--- src/rtl/steering_ramp_ctrl.sv ---
// -----------------------------------------------------------------------------
// steering_ramp_ctrl
//
// Builds the 32-bit command word for the PWM steering driver. The host posts a
// target duty/direction over a valid/ready handshake; the controller slews the
// duty toward it by STEP once per ramp tick. Before a direction reversal it
// brings the duty to zero and then waits DEAD_TICKS ticks at zero. The stop bit
// is asserted while idle or faulted. A watchdog trips FAULT when the host stops
// refreshing commands while the controller is active.
//
// Ports:
//   clk         system clock
//   rst         asynchronous active-high reset
//   cmd_valid   host command valid
//   cmd_ready   controller can accept a command (low only in FAULT)
//   cmd_duty    target duty
//   cmd_dir     target direction
//   cmd_stop    stop request: target duty forced to 0, park in IDLE
//   fault_clr   single-cycle pulse that leaves FAULT
//   steer_word  registered word: [DATA_WIDTH-1]=stop, [DATA_WIDTH-2]=dir,
//               [COUNT_SIZE-1:0]=duty, all other bits 0
//   busy        high in RAMP or DEAD
//   fault       high in FAULT
// -----------------------------------------------------------------------------
module steering_ramp_ctrl #(
    parameter int COUNT_SIZE = 11,
    parameter int DATA_WIDTH = 32,
    parameter int STEP       = 8,
    parameter int TICK_DIV   = 2048,
    parameter int DEAD_TICKS = 4,
    parameter int WDOG_TICKS = 1024
) (
    input  logic                  clk,
    input  logic                  rst,
    input  logic                  cmd_valid,
    output logic                  cmd_ready,
    input  logic [COUNT_SIZE-1:0] cmd_duty,
    input  logic                  cmd_dir,
    input  logic                  cmd_stop,
    input  logic                  fault_clr,
    output logic [DATA_WIDTH-1:0] steer_word,
    output logic                  busy,
    output logic                  fault
);

    localparam int TICK_W = $clog2(TICK_DIV);
    localparam int DEAD_W = $clog2(DEAD_TICKS + 1);
    localparam int WDOG_W = $clog2(WDOG_TICKS + 1);
    localparam int EXT_W  = COUNT_SIZE + 1;

    localparam logic [EXT_W-1:0] STEP_EXT = EXT_W'(STEP);
    localparam logic [EXT_W-1:0] DUTY_MAX = {1'b0, {COUNT_SIZE{1'b1}}};

    typedef enum logic [2:0] {
        ST_IDLE,
        ST_RAMP,
        ST_HOLD,
        ST_DEAD,
        ST_FAULT
    } state_t;

    state_t                state_reg, state_next;
    logic [COUNT_SIZE-1:0] cur_duty_reg, cur_duty_next;
    logic                  cur_dir_reg, cur_dir_next;
    logic [COUNT_SIZE-1:0] tgt_duty_reg, tgt_duty_next;
    logic                  tgt_dir_reg, tgt_dir_next;
    logic                  stop_pend_reg, stop_pend_next;
    logic [TICK_W-1:0]     tick_cnt_reg, tick_cnt_next;
    logic [DEAD_W-1:0]     dead_cnt_reg, dead_cnt_next;
    logic [WDOG_W-1:0]     wdog_cnt_reg, wdog_cnt_next;
    logic [DATA_WIDTH-1:0] steer_word_reg, steer_word_next;

    logic                  tick;
    logic                  accept;
    logic                  active;
    logic                  wdog_fault;
    logic                  dir_mismatch;
    logic                  tgt_change;
    logic                  stop_bit;
    logic [COUNT_SIZE-1:0] eff_duty;
    logic [EXT_W-1:0]      duty_ext;
    logic [EXT_W-1:0]      tgt_ext;
    logic [EXT_W-1:0]      ramp_ext;
    logic [COUNT_SIZE-1:0] ramp_duty;

    // Free-running tick divider; commands never re-align it.
    assign tick          = (tick_cnt_reg == TICK_W'(TICK_DIV - 1));
    assign tick_cnt_next = tick ? '0 : tick_cnt_reg + TICK_W'(1);

    assign cmd_ready    = (state_reg != ST_FAULT);
    assign busy         = (state_reg == ST_RAMP) || (state_reg == ST_DEAD);
    assign fault        = (state_reg == ST_FAULT);
    assign accept       = cmd_valid & cmd_ready;
    assign active       = (state_reg == ST_RAMP) || (state_reg == ST_HOLD) ||
                          (state_reg == ST_DEAD);
    assign eff_duty     = cmd_stop ? '0 : cmd_duty;
    assign dir_mismatch = (cur_dir_reg != tgt_dir_reg);

    // A stop request always counts as a new target so HOLD can reach IDLE
    // even when it is already parked at zero duty.
    assign tgt_change   = cmd_stop || (eff_duty != tgt_duty_reg) ||
                          (cmd_dir != tgt_dir_reg);

    // An accept in the expiry cycle refreshes the watchdog instead of faulting.
    assign wdog_fault   = active && tick && !accept &&
                          (wdog_cnt_reg == WDOG_W'(WDOG_TICKS - 1));

    // One ramp step, done one bit wider so the add/subtract can neither wrap
    // nor overshoot; the result is then clamped back to the duty range.
    always_comb begin
        duty_ext = {1'b0, cur_duty_reg};
        tgt_ext  = {1'b0, tgt_duty_reg};
        ramp_ext = duty_ext;
        if (dir_mismatch) begin
            ramp_ext = (duty_ext <= STEP_EXT) ? '0 : duty_ext - STEP_EXT;
        end else if (duty_ext < tgt_ext) begin
            ramp_ext = ((tgt_ext - duty_ext) <= STEP_EXT) ? tgt_ext : duty_ext + STEP_EXT;
        end else if (duty_ext > tgt_ext) begin
            ramp_ext = ((duty_ext - tgt_ext) <= STEP_EXT) ? tgt_ext : duty_ext - STEP_EXT;
        end
        ramp_duty = (ramp_ext > DUTY_MAX) ? DUTY_MAX[COUNT_SIZE-1:0] : ramp_ext[COUNT_SIZE-1:0];
    end

    always_comb begin
        state_next     = state_reg;
        cur_duty_next  = cur_duty_reg;
        cur_dir_next   = cur_dir_reg;
        tgt_duty_next  = tgt_duty_reg;
        tgt_dir_next   = tgt_dir_reg;
        stop_pend_next = stop_pend_reg;
        dead_cnt_next  = (state_reg == ST_DEAD) ? dead_cnt_reg : '0;
        wdog_cnt_next  = wdog_cnt_reg;

        // New target is latched here but only steers the ramp from next cycle.
        if (accept) begin
            tgt_duty_next  = eff_duty;
            tgt_dir_next   = cmd_dir;
            stop_pend_next = cmd_stop;
        end

        if (!active || accept) begin
            wdog_cnt_next = '0;
        end else if (tick) begin
            wdog_cnt_next = wdog_cnt_reg + WDOG_W'(1);
        end

        if (wdog_fault) begin
            state_next    = ST_FAULT;
            cur_duty_next = '0;
            wdog_cnt_next = '0;
        end else begin
            unique case (state_reg)
                ST_IDLE: begin
                    // Duty is already zero, so the direction can change at once.
                    if (accept && !cmd_stop) begin
                        cur_dir_next = cmd_dir;
                        state_next   = ST_RAMP;
                    end
                end
                ST_RAMP: begin
                    if (tick) begin
                        if (dir_mismatch && (cur_duty_reg == '0)) begin
                            state_next = ST_DEAD;
                        end else begin
                            cur_duty_next = ramp_duty;
                            // Settling is judged against the old target; if a
                            // new one arrived this cycle, keep ramping.
                            if (!dir_mismatch && (ramp_duty == tgt_duty_reg) && !accept) begin
                                state_next = stop_pend_reg ? ST_IDLE : ST_HOLD;
                            end
                        end
                    end
                end
                ST_HOLD: begin
                    if (accept && tgt_change) begin
                        state_next = ST_RAMP;
                    end
                end
                ST_DEAD: begin
                    if (tick) begin
                        if (dead_cnt_reg == DEAD_W'(DEAD_TICKS - 1)) begin
                            cur_dir_next  = tgt_dir_reg;
                            dead_cnt_next = '0;
                            state_next    = ST_RAMP;
                        end else begin
                            dead_cnt_next = dead_cnt_reg + DEAD_W'(1);
                        end
                    end
                end
                ST_FAULT: begin
                    if (fault_clr) begin
                        state_next     = ST_IDLE;
                        tgt_duty_next  = '0;
                        stop_pend_next = 1'b0;
                    end
                end
                default: begin
                    state_next = ST_IDLE;
                end
            endcase
        end
    end

    // Output word fields, assembled bit by bit from the current registers.
    assign stop_bit = (state_reg == ST_IDLE) || (state_reg == ST_FAULT);

    genvar gi;
    generate
        for (gi = 0; gi < DATA_WIDTH; gi++) begin : g_word
            if (gi == DATA_WIDTH - 1) begin : g_stop
                assign steer_word_next[gi] = stop_bit;
            end else if (gi == DATA_WIDTH - 2) begin : g_dir
                assign steer_word_next[gi] = cur_dir_reg;
            end else if (gi < COUNT_SIZE) begin : g_duty
                assign steer_word_next[gi] = cur_duty_reg[gi];
            end else begin : g_zero
                assign steer_word_next[gi] = 1'b0;
            end
        end
    endgenerate

    always_ff @(posedge clk or posedge rst) begin
        if (rst) begin
            state_reg      <= ST_IDLE;
            cur_duty_reg   <= '0;
            cur_dir_reg    <= 1'b0;
            tgt_duty_reg   <= '0;
            tgt_dir_reg    <= 1'b0;
            stop_pend_reg  <= 1'b0;
            tick_cnt_reg   <= '0;
            dead_cnt_reg   <= '0;
            wdog_cnt_reg   <= '0;
            steer_word_reg <= {1'b1, {(DATA_WIDTH - 1){1'b0}}};
        end else begin
            state_reg      <= state_next;
            cur_duty_reg   <= cur_duty_next;
            cur_dir_reg    <= cur_dir_next;
            tgt_duty_reg   <= tgt_duty_next;
            tgt_dir_reg    <= tgt_dir_next;
            stop_pend_reg  <= stop_pend_next;
            tick_cnt_reg   <= tick_cnt_next;
            dead_cnt_reg   <= dead_cnt_next;
            wdog_cnt_reg   <= wdog_cnt_next;
            steer_word_reg <= steer_word_next;
        end
    end

    assign steer_word = steer_word_reg;

endmodule

--- config.mk ---
export PLATFORM = sky130hd
export DESIGN_NAME = steering_ramp_ctrl
export DESIGN_NICKNAME = d
export VERILOG_FILES = /design/src/rtl/steering_ramp_ctrl.sv
export SDC_FILE = /design/constraint.sdc
export NUM_CORES = 1
export LEC_CHECK = 0
export CAP_MARGIN = 20
export CORE_MARGIN = 4
export CORE_UTILIZATION = 30
export DETAILED_ROUTE_END_ITERATION = 8
export SLEW_MARGIN = 20
export SYNTH_ARGS = -nofsm -noshare
export SYNTH_HDL_FRONTEND = slang
export SYNTH_SLANG_ARGS = --single-unit
--- constraint.sdc ---
create_clock -name clk -period 4.1 [get_ports clk]
set_input_delay 0.615 -clock clk [delete_from_list [all_inputs] [get_ports clk]]
set_output_delay 0.615 -clock clk [all_outputs]
set_load 0.02 [all_outputs]
==> results of run 1 <==
-- worst max path at each step --
stage / start / to / slack (ps)
after global routing: tgt_duty_reg[2] / state_reg[0] / -20
final: tgt_duty_reg[7] / state_reg[0] / 190
after global placement: tgt_duty_reg[2] / state_reg[0] / 9
after detailed placement: cur_duty_reg[3] / state_reg[0] / -2
after floorplan: cur_duty_reg[4] / state_reg[0] / 4
after CTS: cur_duty_reg[3] / state_reg[0] / 60
-- cell usage after synthesis (12+ instances only) --
cell	instances	area [sq um]
sky130_fd_sc_hd__inv_1	31	116
sky130_fd_sc_hd__nand4_1	12	75.1
sky130_fd_sc_hd__xor2_1	15	131
sky130_fd_sc_hd__nor3b_1	13	97.6
sky130_fd_sc_hd__and3_1	13	81.3
sky130_fd_sc_hd__dfrtp_1	65	1630
sky130_fd_sc_hd__nor3_1	22	110
sky130_fd_sc_hd__buf_4	20	150
sky130_fd_sc_hd__ha_1	27	338
sky130_fd_sc_hd__clkbuf_1	35	131
sky130_fd_sc_hd__xnor2_1	30	263
sky130_fd_sc_hd__nor2_1	82	308
sky130_fd_sc_hd__nand2_1	59	221
sky130_fd_sc_hd__nand3_1	33	165
sky130_fd_sc_hd__o21ai_0	40	200
sky130_fd_sc_hd__a21oi_1	47	235
-- power breakdown --
group	internal (W)	total [W]	switching, W
clock network	0.000492	0.000811	0.000319
registers	0.000683	0.000720	0.0000372
logic	0.000300	0.000773	0.000473
total	0.00148	0.00230	0.000829
-- repair_timing --
item / in CTS / in global routing
setup endpoints to repair: 1 / 2
resized for setup: 2 / 20
pin swaps: 0 / 4
setup buffers: 0 / 4
hold endpoints to repair: 0 / 0
-- through the flow --
stage | TNS, ps | total power [W] | setup WS [ps] | hold WS [ps] | cell area [sq um]
after floorplan | 0 | 0.00123 | 4.39 | 378 | 5650
after global placement | 0 | 0.00145 | 8.54 | 458 | 6380
after detailed placement | -2.07 | 0.00145 | -2.07 | 454 | 6380
after CTS | 0 | 0.00228 | 55.6 | 471 | 6700
after global routing | -28.3 | 0.00243 | -17.6 | 498 | 6830
final | 0 | 0.00230 | 193 | 469 | 6830
-- layout make-up --
cell class                      count  share of cell area, %
Clock buffer                       10                   3.50
Clock inverter                      6                   1.04
Inverter                           32                   1.76
Multi-Input combinational cell    567                   53.7
Sequential cell                    66                   24.2
Tap cell                          229                   4.19
Timing Repair Buffer               95                   11.6
-- per-layer routing --
metal	up-vias	wire (microns)	GRT usage [%]
li1	2644	-	-
met1	2545	7790	23.6
met2	258	7610	25.8
met3	44	1390	3.08
met4	0	764	8.98
met5	-	0	0
-- cells by family after synthesis --
kind of cell    count (synthesis)  synth area share (%)
xor+xnor                       45                  7.08
buf+inv                        90                  7.70
fa+ha+maj                      27                  6.06
compound gates                189                  23.3
other cells                     1                0.0673
flops                          66                  29.7
mux                             5                 0.921
simple gates                  282                  25.2
==> reports/metrics.cfg, run 1 <==
[outcome]
outcome=complete, no violations

[setup_path]
timing.critical_path.mode_cell=sky130_fd_sc_hd__a21oi_1
path_cells=buf_4 > inv_1 > ha_1 > a21oi_1 > nor2_1 > a211oi_1 > o2111ai_2 > o31a_1 > or2_4 > a2111oi_4 > o221ai_2 > nor4_4 > a21oi_1
reg2reg_slack_ps=190
reg2reg_to=state_reg[0]
cp_num_cells=13
critical_path_buf_inv_count=2
worst_path_max_delay_cell=sky130_fd_sc_hd__a211oi_1
worst-r2r-cell-count=13
crit_fanout=9
critical_path_at_ps=4130
critPathLaunchType=flop
reg2reg_from=tgt_duty_reg[7]
cp_top_family=compound AO/OA/AOI/OAI gates
crit_required_ps=4320
slowest_delay_ps=560
crit_type=flop to flop
setup.worst_path.end_class=flop

[place]
globalplace.congestion=0.975
place.detailed.instances=985
buffer_ports.inserted=32
post-dp-hpwl_microns=13300

[drt]
routed_wirelength_microns=17600
firstDrtPassIters=5
final_antenna_net_count=0
drt_first_iter_violations=455
via_count=5491
post_drt_wl_per_cell_microns=17.5
avgViaCountPerCell=5.46
post-route-drc-count=0

[sta]
worst_clock_skew_ps=7.73
final_setup_violation_count=0
final_hold_violations=0
post-route-min-period_ps=3910
worst_slew_margin_rel_pct=41.8
max_clock_freq_ghz=0.256
finalCritPeriodShare_pct=95.3
pin_slew_with_the_least_headroom_to_its_limit_ps=873
report.final.slew_viol_count=0

[synth]
synth_area_per_cell_sq_um=7.90
mappedNetlistArea_sq_mm=0.00557
ys_seq_area_share_pct=29.7
synth_enable_flop_cells=0
post_synth_inst_count=705
synth.distinct_cells=82
async_flop_share_pct=100
synth_flop_cell=sky130_fd_sc_hd__dfrtp_1
ys_seq_elements=66
ys.warnings.count=0

[power_and_ir_drop]
ir_drop_worst_case_vdd_mv=0.299
power.static_leakage_nw=2.92
powerDensity_mw_per_mm2=337

[floorplan]
placement_rows=49
ports_placed_on_the_boundary=52
fp.dieArea_sq_mm=0.0208
initial_core_util_pct=30.8
die_height_microns=144
core_sq_mm=0.0181
die_width_microns=144

[grt]
overflow_left_after_global_routing=0
grt_max_degree=67
antenna_found_initial=0
first_global_vias=5285
wire_length_of_the_first_global_routing_pass_microns=28100
grt_usage_pct=17.2

[cts]
cts_buffer_depth=2
cts_tree=done
ctsHtreeMaxLevel=3
clock-sinks=66
clock_insertion_delay_worst_skew_ps=350
ctsHoldBuffers=0
cts_inserted_buffers=9
clkSlewWorstSetupHoldPaths_ps=60
cts_root_buf=sky130_fd_sc_hd__clkbuf_16

[finish]
commonest_cells_after_routing_fill_and_taps_aside=sky130_fd_sc_hd__nor2_1, sky130_fd_sc_hd__dfrtp_1, sky130_fd_sc_hd__buf_4
antenna-diode-count=0
mostFrequentLayoutCell=sky130_fd_sc_hd__nor2_1
fin_nets=815
areaGrowthSynthToFinish_pct=22.7
multi_input_area_sq_mm=0.00367
largest_reg_flops=13
layout.area.seq_sq_mm=0.00166
fillCellCount=1834
drive_above_1_share_pct=14.4
layout.cells.non_filler=1005
utilization_pct=37.8

[hold_path]
critical_hold_path_startpoint=cur_dir_reg
min_to=steer_word[30]
worst_hold_path_type=flop to flop
holdPathStages=0

[run]
drv.max_cap_violation_count=0

(Power assumes the default switching activity.)
==> run 2, diff against run 1 <==
CAP_MARGIN = 0   (was 20)
==> results of run 2 <==
Final layout, timing and power as in run 1 (identical DEF).
